--- config.mk ---
export PLATFORM = sky130hd
export DESIGN_NAME = poly_lift_stream
export DESIGN_NICKNAME = d
export VERILOG_FILES = /design/src/rtl/poly_lift_stream_pkg.sv /design/src/rtl/poly_lift_stream_coef_lift.sv /design/src/rtl/poly_lift_stream.sv
export SDC_FILE = /design/constraint.sdc
export NUM_CORES = 1
export LEC_CHECK = 0
export CELL_PAD_IN_SITES_DETAIL_PLACEMENT = 1
export CELL_PAD_IN_SITES_GLOBAL_PLACEMENT = 2
export CORE_MARGIN = 4
export CORE_UTILIZATION = 33
export CTS_CLUSTER_SIZE = 8
export DETAILED_ROUTE_END_ITERATION = 8
export GPL_TIMING_DRIVEN = 0
export PLACE_DENSITY_LB_ADDON = 0.1
export SYNTH_ARGS = -nofsm -noshare
export SYNTH_HDL_FRONTEND = slang
export SYNTH_SLANG_ARGS = --single-unit
--- constraint.sdc ---
create_clock -name clk -period 3 [get_ports clk]
set_input_delay 0.45 -clock clk [delete_from_list [all_inputs] [get_ports clk]]
set_output_delay 0.45 -clock clk [all_outputs]
set_load 0.02 [all_outputs]
--- src/rtl/poly_lift_stream_pkg.sv ---
// Shared constants and types for the poly_lift_stream coefficient lifter.
package poly_lift_stream_pkg;

  localparam logic [23:0] NTT_Q      = 24'd12587009;
  localparam logic [23:0] NTT_Q_HALF = 24'd6293504;

  localparam logic [1:0] Q_SEL_2048 = 2'b00;
  localparam logic [1:0] Q_SEL_4096 = 2'b01;
  localparam logic [1:0] Q_SEL_RSVD = 2'b10;
  localparam logic [1:0] Q_SEL_8192 = 2'b11;

  typedef enum logic [1:0] {
    ST_IDLE,
    ST_LOAD,
    ST_PAD,
    ST_FLUSH
  } state_e;

endpackage

--- src/rtl/poly_lift_stream_coef_lift.sv ---
// coef_lift: combinational centred lift of one coefficient mod Q into [0, NTT_Q-1],
// or trit decode when ternary is set.
module coef_lift
  import poly_lift_stream_pkg::*;
(
  input  logic [12:0] coef,
  input  logic [1:0]  poly_q,
  input  logic        ternary,
  output logic [23:0] lifted
);

  logic [1:0]  qsel;
  logic [23:0] v;
  logic [23:0] q_mod;
  logic [23:0] q_half;

  always_comb begin
    qsel = (poly_q == Q_SEL_RSVD) ? Q_SEL_4096 : poly_q;
    // Select code doubles as the mask for coefficient bits [12:11].
    v = {11'd0, coef[12:11] & qsel, coef[10:0]};
    case (qsel)
      Q_SEL_2048: q_mod = 24'd2048;
      Q_SEL_8192: q_mod = 24'd8192;
      default:    q_mod = 24'd4096;
    endcase
    q_half = q_mod >> 1;
    if (ternary) begin
      case (coef[1:0])
        2'b01:   lifted = 24'd1;
        2'b11:   lifted = NTT_Q - 24'd1;
        default: lifted = '0;
      endcase
    end else if (v >= q_half) begin
      lifted = v - q_mod + NTT_Q;
    end else begin
      lifted = v;
    end
  end

endmodule

--- src/rtl/poly_lift_stream.sv ---
// poly_lift_stream: lifts N_IN mod-Q coefficients into Z_q and zero-pads to N_OUT beats.
// Optional trit input mode is compiled in with POLY_LIFT_TERNARY_EN.
module poly_lift_stream
  import poly_lift_stream_pkg::*;
#(
  parameter int unsigned N_IN  = 509,
  parameter int unsigned N_OUT = 1024
) (
  input  logic        clk,
  input  logic        rst_n,
  input  logic        start,
  input  logic [1:0]  poly_q,
  input  logic        in_valid,
  output logic        in_ready,
  input  logic [12:0] in_coef,
  output logic        out_valid,
  input  logic        out_ready,
  output logic [23:0] out_coef,
  output logic        busy,
`ifdef POLY_LIFT_TERNARY_EN
  input  logic        ternary,
  output logic        trit_err,
`endif
  output logic        done
);

  localparam int unsigned CNT_W = $clog2(N_OUT + 1);
  localparam logic [CNT_W-1:0] LAST_IN  = CNT_W'(N_IN - 1);
  localparam logic [CNT_W-1:0] LAST_OUT = CNT_W'(N_OUT - 1);

  state_e           state_q, state_d;
  logic [1:0]       qsel_q, qsel_d;
  logic [CNT_W-1:0] ld_cnt_q, ld_cnt_d;
  logic [CNT_W-1:0] out_cnt_q, out_cnt_d;
  logic             out_valid_q, out_valid_d;
  logic [23:0]      out_coef_q, out_coef_d;
  logic             busy_q, busy_d;
  logic             done_q, done_d;

  logic        reg_free;
  logic        out_fire;
  logic        start_acc;
  logic        in_fire;
  logic        tern_eff;
  logic [23:0] lifted;

  assign reg_free  = !out_valid_q || out_ready;
  assign out_fire  = out_valid_q && out_ready;
  assign start_acc = (state_q == ST_IDLE) && start;
  assign in_ready  = (state_q == ST_LOAD) && reg_free;
  assign in_fire   = in_ready && in_valid;

`ifdef POLY_LIFT_TERNARY_EN
  logic tern_q, tern_d;
  logic terr_q, terr_d;

  always_comb begin
    tern_d = tern_q;
    terr_d = terr_q;
    if (start_acc) begin
      tern_d = ternary;
      terr_d = 1'b0;
    end else if (in_fire && tern_q && in_coef[1:0] == 2'b10) begin
      terr_d = 1'b1;
    end
  end

  always_ff @(posedge clk or negedge rst_n) begin
    if (!rst_n) begin
      tern_q <= 1'b0;
      terr_q <= 1'b0;
    end else begin
      tern_q <= tern_d;
      terr_q <= terr_d;
    end
  end

  assign tern_eff = tern_q;
  assign trit_err = terr_q;
`else
  assign tern_eff = 1'b0;
`endif

  coef_lift u_coef_lift (
    .coef    (in_coef),
    .poly_q  (qsel_q),
    .ternary (tern_eff),
    .lifted  (lifted)
  );

  always_comb begin
    state_d     = state_q;
    qsel_d      = qsel_q;
    ld_cnt_d    = ld_cnt_q;
    out_cnt_d   = out_cnt_q;
    out_valid_d = out_valid_q;
    out_coef_d  = out_coef_q;
    busy_d      = busy_q;
    done_d      = 1'b0;

    if (out_fire) begin
      out_valid_d = 1'b0;
      out_cnt_d   = out_cnt_q + 1'b1;
    end

    // ld_cnt counts beats written into the output register (data then padding).
    case (state_q)
      ST_IDLE: begin
        if (start) begin
          state_d   = ST_LOAD;
          qsel_d    = poly_q;
          ld_cnt_d  = '0;
          out_cnt_d = '0;
          busy_d    = 1'b1;
        end
      end
      ST_LOAD: begin
        if (in_fire) begin
          out_valid_d = 1'b1;
          out_coef_d  = lifted;
          ld_cnt_d    = ld_cnt_q + 1'b1;
          if (ld_cnt_q == LAST_IN) begin
            state_d = (N_OUT > N_IN) ? ST_PAD : ST_FLUSH;
          end
        end
      end
      ST_PAD: begin
        if (reg_free) begin
          out_valid_d = 1'b1;
          out_coef_d  = '0;
          ld_cnt_d    = ld_cnt_q + 1'b1;
          if (ld_cnt_q == LAST_OUT) begin
            state_d = ST_FLUSH;
          end
        end
      end
      ST_FLUSH: begin
        if (out_fire && out_cnt_q == LAST_OUT) begin
          state_d = ST_IDLE;
          busy_d  = 1'b0;
          done_d  = 1'b1;
        end
      end
      default: state_d = ST_IDLE;
    endcase
  end

  always_ff @(posedge clk or negedge rst_n) begin
    if (!rst_n) begin
      state_q     <= ST_IDLE;
      qsel_q      <= '0;
      ld_cnt_q    <= '0;
      out_cnt_q   <= '0;
      out_valid_q <= 1'b0;
      out_coef_q  <= '0;
      busy_q      <= 1'b0;
      done_q      <= 1'b0;
    end else begin
      state_q     <= state_d;
      qsel_q      <= qsel_d;
      ld_cnt_q    <= ld_cnt_d;
      out_cnt_q   <= out_cnt_d;
      out_valid_q <= out_valid_d;
      out_coef_q  <= out_coef_d;
      busy_q      <= busy_d;
      done_q      <= done_d;
    end
  end

  assign out_valid = out_valid_q;
  assign out_coef  = out_coef_q;
  assign busy      = busy_q;
  assign done      = done_q;

endmodule

-- Word-level counts from Yosys, hierarchy flattened
Index checks and enable logic that the tools add are counted.
- add/subtract/negate cells: 4
- $lt $le $gt $ge: 1
- eq/ne operators: 14
- multiplexer cells: 29
- bitwise operators: 1
- reductions and logical operators: 16
- operators with widths (operator ; number):
    two-way mux 24 bit ; 3
    two-way mux 11 bit ; 6
    one-hot mux 24 bit (2 select lines) ; 1
    one-hot mux 11 bit (3 select lines) ; 1
    one-hot mux 14 bit (2 select lines) ; 1
    adder 24 bit (second input constant) ; 1
    adder 11 x 1 -> 11 bit (second input constant) ; 2
    equality test 11 x 10 -> 1 bit (second input constant) ; 2
    subtractor 13 x 14 -> 15 bit ; 1
    two-way mux 2 bit ; 7
    greater-or-equal comparator 13 bit ; 1
    equality test 11 x 9 -> 1 bit (second input constant) ; 1
    != test 2 bit (second input constant) ; 5
    equality test 2 bit (second input constant) ; 4
    one-hot mux 2 bit (4 select lines) ; 1
    two-way mux 1 bit ; 7
    AND reduction 3 bit ; 2
    AND reduction 6 bit ; 1
    logical AND 1 bit ; 4
    zero test 2 bit ; 2
    one-hot mux 1 bit (2 select lines) ; 2
    AND reduction 4 bit ; 1
    nonzero test 2 bit ; 2
    nonzero test 3 bit ; 1
    6 further kinds ; 6
- bits in registers: 53
- bits of input ports: 20
- output and inout bits: 28

-- Logic depth before layout (Yosys ltp)
Gate-level depths: netlist of run 1.
- word-level depth: 9
- gate-level depth with buffers: 10
- mapped depth without buffers: 9

-- Modules after synthesis
A second synthesis of run 1 with hierarchy kept.
- cells, all modules: 432
- area, all modules: 3701.0 um^2
- modules (own cells, without submodules) (module ; instances ; cells an instance ; area each (um^2) ; sequential area each (um^2)):
    poly_lift_stream ; 1 ; 273 ; 2581.2 ; 1326.3
    coef_lift ; 1 ; 159 ; 1119.8 ; 0.0

-- Least setup slack after synthesis of run 1
OpenSTA, ideal clock, no wires.
- path type: register to register
- start point: register qsel_q[0]
- end point: register out_coef_q[9] (netlist: out_coef[9])
- arrival time: 2.268 ns
- data required time: 2.874 ns
- setup slack: 0.606 ns
- stages on the path, launching flop included: 10
- buffers on the path: 1
- cells stage by stage: dfrtp_1 ha_1 and2_1 ha_1 nor4b_4 nand3_4 and3_1 buf_6 o311a_1 a221o_1
- cells in the longest elaborated chain, start to end: 8
- ends and longest elaborated chain (what ; line ; source):
    from (decl) ; poly_lift_stream.sv:32 ; logic [1:0] qsel_q, qsel_d;
    from (signal assigned) ; poly_lift_stream.sv:160 ; qsel_q <= qsel_d;
    equality test 2 bit ; poly_lift_stream_coef_lift.sv:18 ; qsel = (poly_q == Q_SEL_RSVD) ? Q_SEL_4096 : poly_q;
    two-way mux 2 bit (*) ; poly_lift_stream_coef_lift.sv:18 ;
    equality test 2 bit / zero test 2 bit (equally long branches) ; poly_lift_stream_coef_lift.sv:21 ; case (qsel)
    one-hot mux 14 bit (2 select lines) ; poly_lift_stream_coef_lift.sv:21 ;
    greater-or-equal comparator 13 bit (*) ; poly_lift_stream_coef_lift.sv:33 ; end else if (v >= q_half) begin
    two-way mux 24 bit (*) ; poly_lift_stream_coef_lift.sv:33 ;
    two-way mux 24 bit (*) ; poly_lift_stream.sv:118 ; if (in_fire) begin
    one-hot mux 24 bit (2 select lines) (*) ; poly_lift_stream.sv:107 ; case (state_q)
    to (signal assigned) ; poly_lift_stream.sv:164 ; out_coef_q <= out_coef_d;
    to (decl) ; poly_lift_stream.sv:36 ; logic [23:0] out_coef_q, out_coef_d;
Every way passes the cells marked *; elsewhere a longest branch is shown, timed or not. The select of a mux whose other input is x is not followed.
A chain may end at the register's enable or synchronous reset.

-- Final worst setup path of run 1
Same ends and word-level chain as after synthesis.

==> reports/results.ini, run 1 <==
[outcome]
outcome = completed

[timing]
max_freq_ghz = 0.371
fin_crit_sh = 0.897
fin_ws_ns = 0.308
period_minus_slack_ns = 2.69
fin_skew_ns = 0.00698
rsz0062_at_grt = false
timing_worst_slew_pin_value_ns = 0.654
drv_slew = 0
whs_ns = 0.146
hold_violations = 0
maxSlewHeadroom = 0.561
setup_violations = 0

[global_routing]
grt_start_max_net_pins = 31
grt_pass1_vias = 2748
grt_overflow = 0
grt_pass1_wl_um = 13600
grt_usage = 0.150
antenna_found_initial = 0

[setup_path]
startpoint = qsel_q[0]
crit_path_end = out_coef[9]
crit_buf_inv = 2
required_ns = 3.20
path_class = reg -> reg
worst-path-stages = 10
worst_setup_path_start_kind = flop
rrSetupSlack_ns = 0.31
cp-end-kind = flop
slowest_stage = o21ai_1
r2r_cells = 10
cp_cell_sequence = inv_1, ha_1, nor2b_1, ha_1, nor2b_1, o21ai_1, and3_1, buf_6, nor3_1, a221o_1
cpPeakStageDelay_ns = 0.52
critPathTopFamily = compound AO/OA/AOI/OAI gates
crit_fanout = 10
crit_arrival_ns = 2.89
reg2reg_from = qsel_q[0]
r2r-end = out_coef[9]

[clocking]
cts_buffers = 5
clk_latency_ns = 0.31
cts_hold_buf = 0
cts_root_buffer = clkbuf_8
htreeDepth = 2
post_cts_buffers = 0
clk_path_buf_depth = 2
cts_tree = yes
cts.sinks = 53
cts.clk_slew.worst_paths_ns = 0.11
cts.repair.resized = 0

[synth]
yosysTopAreaCell = dfrtp_1
synth_area_leaders = dfrtp_1 44%, ha_1 7.0%, nand2_1 6.4%
synth_warnings = 0
synth.most_common_cell = dfrtp_1
synth_commonest_cells = 53 x dfrtp_1, 52 x nand2_1, 34 x o21ai_1, 17 x ha_1, 17 x inv_1
syn_nets = 366
ys_types = 50
synth_top_area_frac = 0.435
synth_edf_count = 0
syn_inst = 329
synth-async-reset-ratio = 1.00
avgSynthCellArea_um2 = 9.26
netlist_area_um2 = 3050
synth_flop_cell = dfrtp_1
synth_seq_cells = 53
yosysSeqAreaShare = 0.435

[die]
die_height_um = 104
start_util = 0.344
die_area_um2 = 10800
ioPinCount = 48
die_w_um = 104
core-area_um2 = 8850
rows = 34

[place]
numPortBuffers = 47
gp_congestion = 0.761
placed_area_um2 = 3670
dpl_worst_slack_ns = 0.00161
dp_hpwl_um = 5860

[drt]
viasPerCell = 5.26
drt_iter0_drc = 40
avgRoutedWirePerCell_um = 15.7
drc = 0
antenna_left = 0
vias = 2592
drt_pass1_iterations = 4
routed_wl_um = 7760

[cells_and_area]
layout-drive-gt1-share = 0.0519
diodes = 0
fin_util = 0.424
synthToLayoutAreaGrowth_pct = 23.3
nets = 421
filler_cell_count = 1043
fin_area_um2 = 3760

[pwr]
pwr-share-seq = 0.577
sw_frac_of_total = 0.254
powerDensity_nw_per_um2 = 329
peakVddDrop_mv = 0.164
clkPwrFrac = 0.344
power_leakage_uw = 0.00165
p_comb_frac = 0.079
power.switching_uw = 314
p_int_uw = 923

[run]
cap_violations = 0

[min_path]
hold_path_class = in -> async

## logic make-up (layout without fill, tap and decap cells)
family                   after synthesis  in the layout  share of synthesized area
AO/OA/AOI/OAI                         74             74                      0.151
XOR/XNOR                              19             19                     0.0546
buffers and inverters                 31             87                     0.0407
AND/OR/NAND/NOR                      131            131                      0.235
multiplexers                           4              4                     0.0136
flip-flops                            53             53                      0.435
adder cells (fa/ha/maj)               17             17                     0.0698
## worst reg2reg max path, delay by kind of cell (launching register included)
kind	cells	cell delay (ns)
compound gates	2	0.81
simple gates	4	0.67
flops	1	0.36
buf+inv	2	0.19
fa+ha+maj	2	0.54
## per-stage QoR
stage                     instances  setup TNS [ns]  total power, µW
final                           493               0             1240
after global routing            493               0             1300
after CTS                       493               0             1260
after detailed placement        485               0              828
after global placement          484          -21.24              826
after floorplan                 329               0              763
## layout make-up
class	instances	area, µm²	share of cell area
buffer	11	48.8	0.0130
clock buffer	5	68.8	0.0183
clock inverter	3	21.3	0.00566
inverter	20	75.1	0.0200
multi-input combinational	245	1600	0.425
sequential	53	1330	0.353
tap	108	135	0.0360
timing repair buffer	48	485	0.129
## layer usage
| layer | part of all wire | vias up | wire length (µm) | GRT usage |
|---|---|---|---|---|
| met1 | 0.49 | 1272 | 3810 | 0.205 |
| met3 | 0.025 | 7 | 197 | 0.0199 |
| met5 | 0 | - | 0 | 0 |
| li1 | - | 1277 | - | - |
| met2 | 0.47 | 36 | 3680 | 0.254 |
| met4 | 0.0093 | 0 | 72 | 0.0342 |
## power by group through the flow
stage / combinational (µW) / clock (µW) / sequential [µW]
after detailed placement: 100 / 0 / 728
after CTS: 101 / 448 / 714
after global routing: 111 / 477 / 714
final: 97.9 / 426 / 714
after floorplan: 35.2 / 0 / 728
after global placement: 97.9 / 0 / 728
## cells in the final DEF, fill, tap and decap left out, types with 2 or more instances in the layout
master / Yosys / routed
inv_2: 3 / 3
dfrtp_1: 53 / 53
nor2b_1: 5 / 5
o31ai_1: 7 / 7
clkbuf_1: 8 / 8
a22o_1: 2 / 2
xnor2_1: 11 / 11
inv_1: 17 / 17
xor2_1: 8 / 8
nand4_1: 7 / 7
nor4_1: 2 / 2
a311oi_1: 3 / 3
and3_1: 6 / 6
ha_1: 17 / 17
nand3_1: 14 / 14
and4_1: 5 / 5
clkbuf_8: 0 / 5
a21o_1: 3 / 3
a21oi_1: 8 / 8
o211ai_1: 2 / 2
mux2i_1: 3 / 3
and4b_1: 3 / 3
buf_1: 2 / 2
or3_1: 3 / 3
clkdlybuf4s50_1: 0 / 46
nor3_1: 2 / 2
a31oi_1: 5 / 5
nand2_1: 52 / 52
o21ai_1: 34 / 34
o21ai_0: 2 / 2
and2_1: 5 / 5
nor2_1: 15 / 15
nand4b_1: 3 / 3
## worst min-delay path by stage
stage	slack [ns]	end	cells after the start	from
after floorplan	0.15	busy	0	rst_n
after CTS	0.16	out_coef[2]	1	rst_n
after global placement	0.46	out_coef[17]	2	out_coef[17]
final	0.15	out_coef[3]	1	rst_n
after detailed placement	0.47	out_coef[20]	1	out_coef[20]
after global routing	0.18	ld_cnt_q[8]	1	rst_n
## sequential cells by signal, indices dropped and copies added, names as in the netlist
name	count
state_q	2
out_coef	24
out_valid	1
ld_cnt_q	11
done	1
busy	1
qsel_q	2
out_cnt_q	11
No activity file was read; power rests on OpenSTA's default activity.
==> inputs of run 2 (changes only) <==
--- a/config.mk
+++ b/config.mk
@@ -8,10 +8,12 @@
 export CELL_PAD_IN_SITES_DETAIL_PLACEMENT = 1
 export CELL_PAD_IN_SITES_GLOBAL_PLACEMENT = 2
 export CORE_MARGIN = 4
-export CORE_UTILIZATION = 33
+export CORE_UTILIZATION = 39
 export CTS_CLUSTER_SIZE = 8
 export DETAILED_ROUTE_END_ITERATION = 8
+export DONT_BUFFER_PORTS = 1
 export GPL_TIMING_DRIVEN = 0
+export HOLD_SLACK_MARGIN = 0.08
 export PLACE_DENSITY_LB_ADDON = 0.1
 export SYNTH_ARGS = -nofsm -noshare
 export SYNTH_HDL_FRONTEND = slang
==> reports/results.ini, run 2 (same netlist as run 1, synthesis figures left out) <==
[cells_and_area]
layout-drive-gt1-share = 0.0560  ; +0.00410
synthToLayoutAreaGrowth_pct = 8.38
largest_reg_flops = 24  ; unchanged
final_cell_mix = 53 x dfrtp_1, 52 x nand2_1, 34 x o21ai_1
fin_area_um2 = 3300  ; -12%
final_common_cell = dfrtp_1
diodes = 0  ; unchanged
nets = 375  ; -11%
filler_cell_count = 889  ; -15%

[setup_path]
cp-end-kind = flop
crit_fanout = 10  ; unchanged
slowest_stage = o21ai_1
cpPeakStageDelay_ns = 0.52  ; about the same
required_ns = 3.20  ; about the same
startpoint = qsel_q[0]
worst_setup_path_start_kind = flop
critPathTopFamily = simple AND/OR/NAND/NOR gates
cp_cell_sequence = inv_1, ha_1, nor2b_1, ha_1, nor2b_1, o21ai_1, nand3_1, nand2_1, o221ai_1
reg2reg_from = qsel_q[0]
path_class = reg -> reg
crit_buf_inv = 1  ; -1
crit_arrival_ns = 2.95  ; +0.06 ns

[place]
dp_hpwl_um = 5450  ; -7.0%
numPortBuffers = 0  ; -100%
placed_area_um2 = 3170  ; -14%
gp_congestion = 0.785  ; +3.1%

[drt]
route.met3.wl_um = 385  ; +95%
wl_met2_um = 3540  ; -3.9%
routed_wl_um = 7380  ; -5.0%
avgRoutedWirePerCell_um = 16.8  ; +7.0%
highest_layer = met4
drt_pass1_iterations = 4  ; unchanged
drc = 0  ; unchanged
vias = 2423  ; -6.5%
drt_iter0_drc = 69  ; +73%
viasPerCell = 5.53  ; +5.2%
drt-met1-wl_um = 3330  ; -13%
antenna_left = 0  ; unchanged

[clocking]
cts_root_buffer = clkbuf_8
clk_latency_ns = 0.32  ; about the same
clk_path_buf_depth = 2  ; unchanged
cts_hold_buf = 2  ; +2
cts_tree = yes
cts_buffers = 5  ; unchanged
htreeDepth = 2  ; unchanged
cts.clk_slew.worst_paths_ns = 0.11  ; about the same
cts.sinks = 53  ; unchanged
post_cts_buffers = 0  ; unchanged
cts.repair.resized = 0  ; unchanged

[timing]
rsz0062_at_grt = false
fin_skew_ns = 0.0110  ; +0.00401 ns
drv_slew = 0  ; unchanged
period_minus_slack_ns = 2.75  ; +0.0619 ns
setup_violations = 0  ; unchanged
max_freq_ghz = 0.363  ; -2.2%
hold_violations = 0  ; unchanged
tns_ns = 0  ; unchanged
timing_worst_slew_pin_value_ns = 0.656  ; +0.00221 ns
fin_crit_sh = 0.918  ; +0.0206
maxSlewHeadroom = 0.560  ; -0.00148

[die]
rows = 31  ; -8.8%
ioPinCount = 48  ; unchanged
die_height_um = 96.4  ; -7.4%
die_w_um = 96.4  ; -7.4%
start_util = 0.411  ; +0.0669
core-area_um2 = 7410  ; -16%
die_area_um2 = 9290  ; -14%

[global_routing]
grt_overflow = 0  ; unchanged
grt_pass1_vias = 2550  ; -7.2%
antenna_found_initial = 0  ; unchanged
grt_start_max_net_pins = 54  ; +74%
grt_usage = 0.171  ; +0.0209
grt_pass1_wl_um = 12400  ; -9.0%

[run]
cap_violations = 0  ; unchanged

[pwr]
pwr-share-seq = 0.586  ; +0.009
power.switching_uw = 310  ; -1.2%
sw_frac_of_total = 0.255  ; +0.000878
power_leakage_uw = 0.00149  ; -9.8%
p_int_uw = 908  ; -1.7%
powerDensity_nw_per_um2 = 369  ; +12%
clkPwrFrac = 0.363  ; +0.019
peakVddDrop_mv = 0.167  ; +1.9%
p_comb_frac = 0.051  ; -0.028

[outcome]
outcome = completed

[min_path]
hold_path_class = in -> reg
hold_start = poly_q[1]

run 2: changes by cell type in the layout (fill, tap and decap cells not counted), sizes merged:
| cell | previous run | this run |
|---|---|---|
| buf | 5 | 4 |
| dlygate4sd3 | 0 | 1 |
| clkdlybuf4s50 | 46 | 0 |
run 2: final cells by class:
type | instances | area, µm² | area share
Multi-Input combinational cell | 245 | 1600 | 0.483
Clock inverter | 3 | 25.0 | 0.00758
Tap cell | 99 | 124 | 0.0375
Buffer | 11 | 48.8 | 0.0148
Sequential cell | 53 | 1330 | 0.402
Inverter | 20 | 75.1 | 0.0227
Timing Repair Buffer | 2 | 37.5 | 0.0114
Clock buffer | 5 | 68.8 | 0.0208
run 2: stage by stage:
step	hold slack (ns)	instances	power, µW	utilization	worst slack [ns]
CTS	0.236	438	1240	0.446	0.243
finish	0.247	438	1220	0.446	0.246
floorplan	0.154	329	763	-	0.606
global placement	0.156	428	771	0.428	0.321
detailed placement	0.156	428	772	0.428	0.273
global route	0.243	438	1270	0.446	0.0614
run 2: final timing paths:
check | to | cells after the start | slack, ns
min in group asynchronous | out_coef[2] | 2 | 0.63
worst min-delay path | qsel_q[1] | 2 | 0.25
worst min register to register | ld_cnt_q[5] | 1 | 0.51
worst max-delay path | out_coef[12] | 9 | 0.25
worst max register to register | out_coef[12] | 9 | 0.25
max in group asynchronous | ld_cnt_q[9] | 2 | 2.12
run 2: per-layer routing:
layer | vias up | GRT usage
li1 | 1176 | -
met1 | 1188 | 0.221
met2 | 48 | 0.285
met3 | 11 | 0.0367
met4 | 0 | 0.0572
met5 | - | 0
run 2: power groups by stage:
stage               Combinational (µW)  Clock, µW  Sequential, µW
detailed placement                43.6          0             728
global route                      71.0        482             714
CTS                               64.2        463             714
global placement                  42.5          0             728
finish                            62.3        442             714
floorplan                         35.2          0             728
run 2: worst reg2reg max path: cells and delay by family, from the launching register on:
| family | cells | cell delay, ns |
|---|---|---|
| buffers and inverters | 1 | 0.07 |
| flip-flops | 1 | 0.37 |
| adder cells (fa/ha/maj) | 2 | 0.55 |
| AND/OR/NAND/NOR | 4 | 0.99 |
| AO/OA/AOI/OAI | 2 | 0.67 |
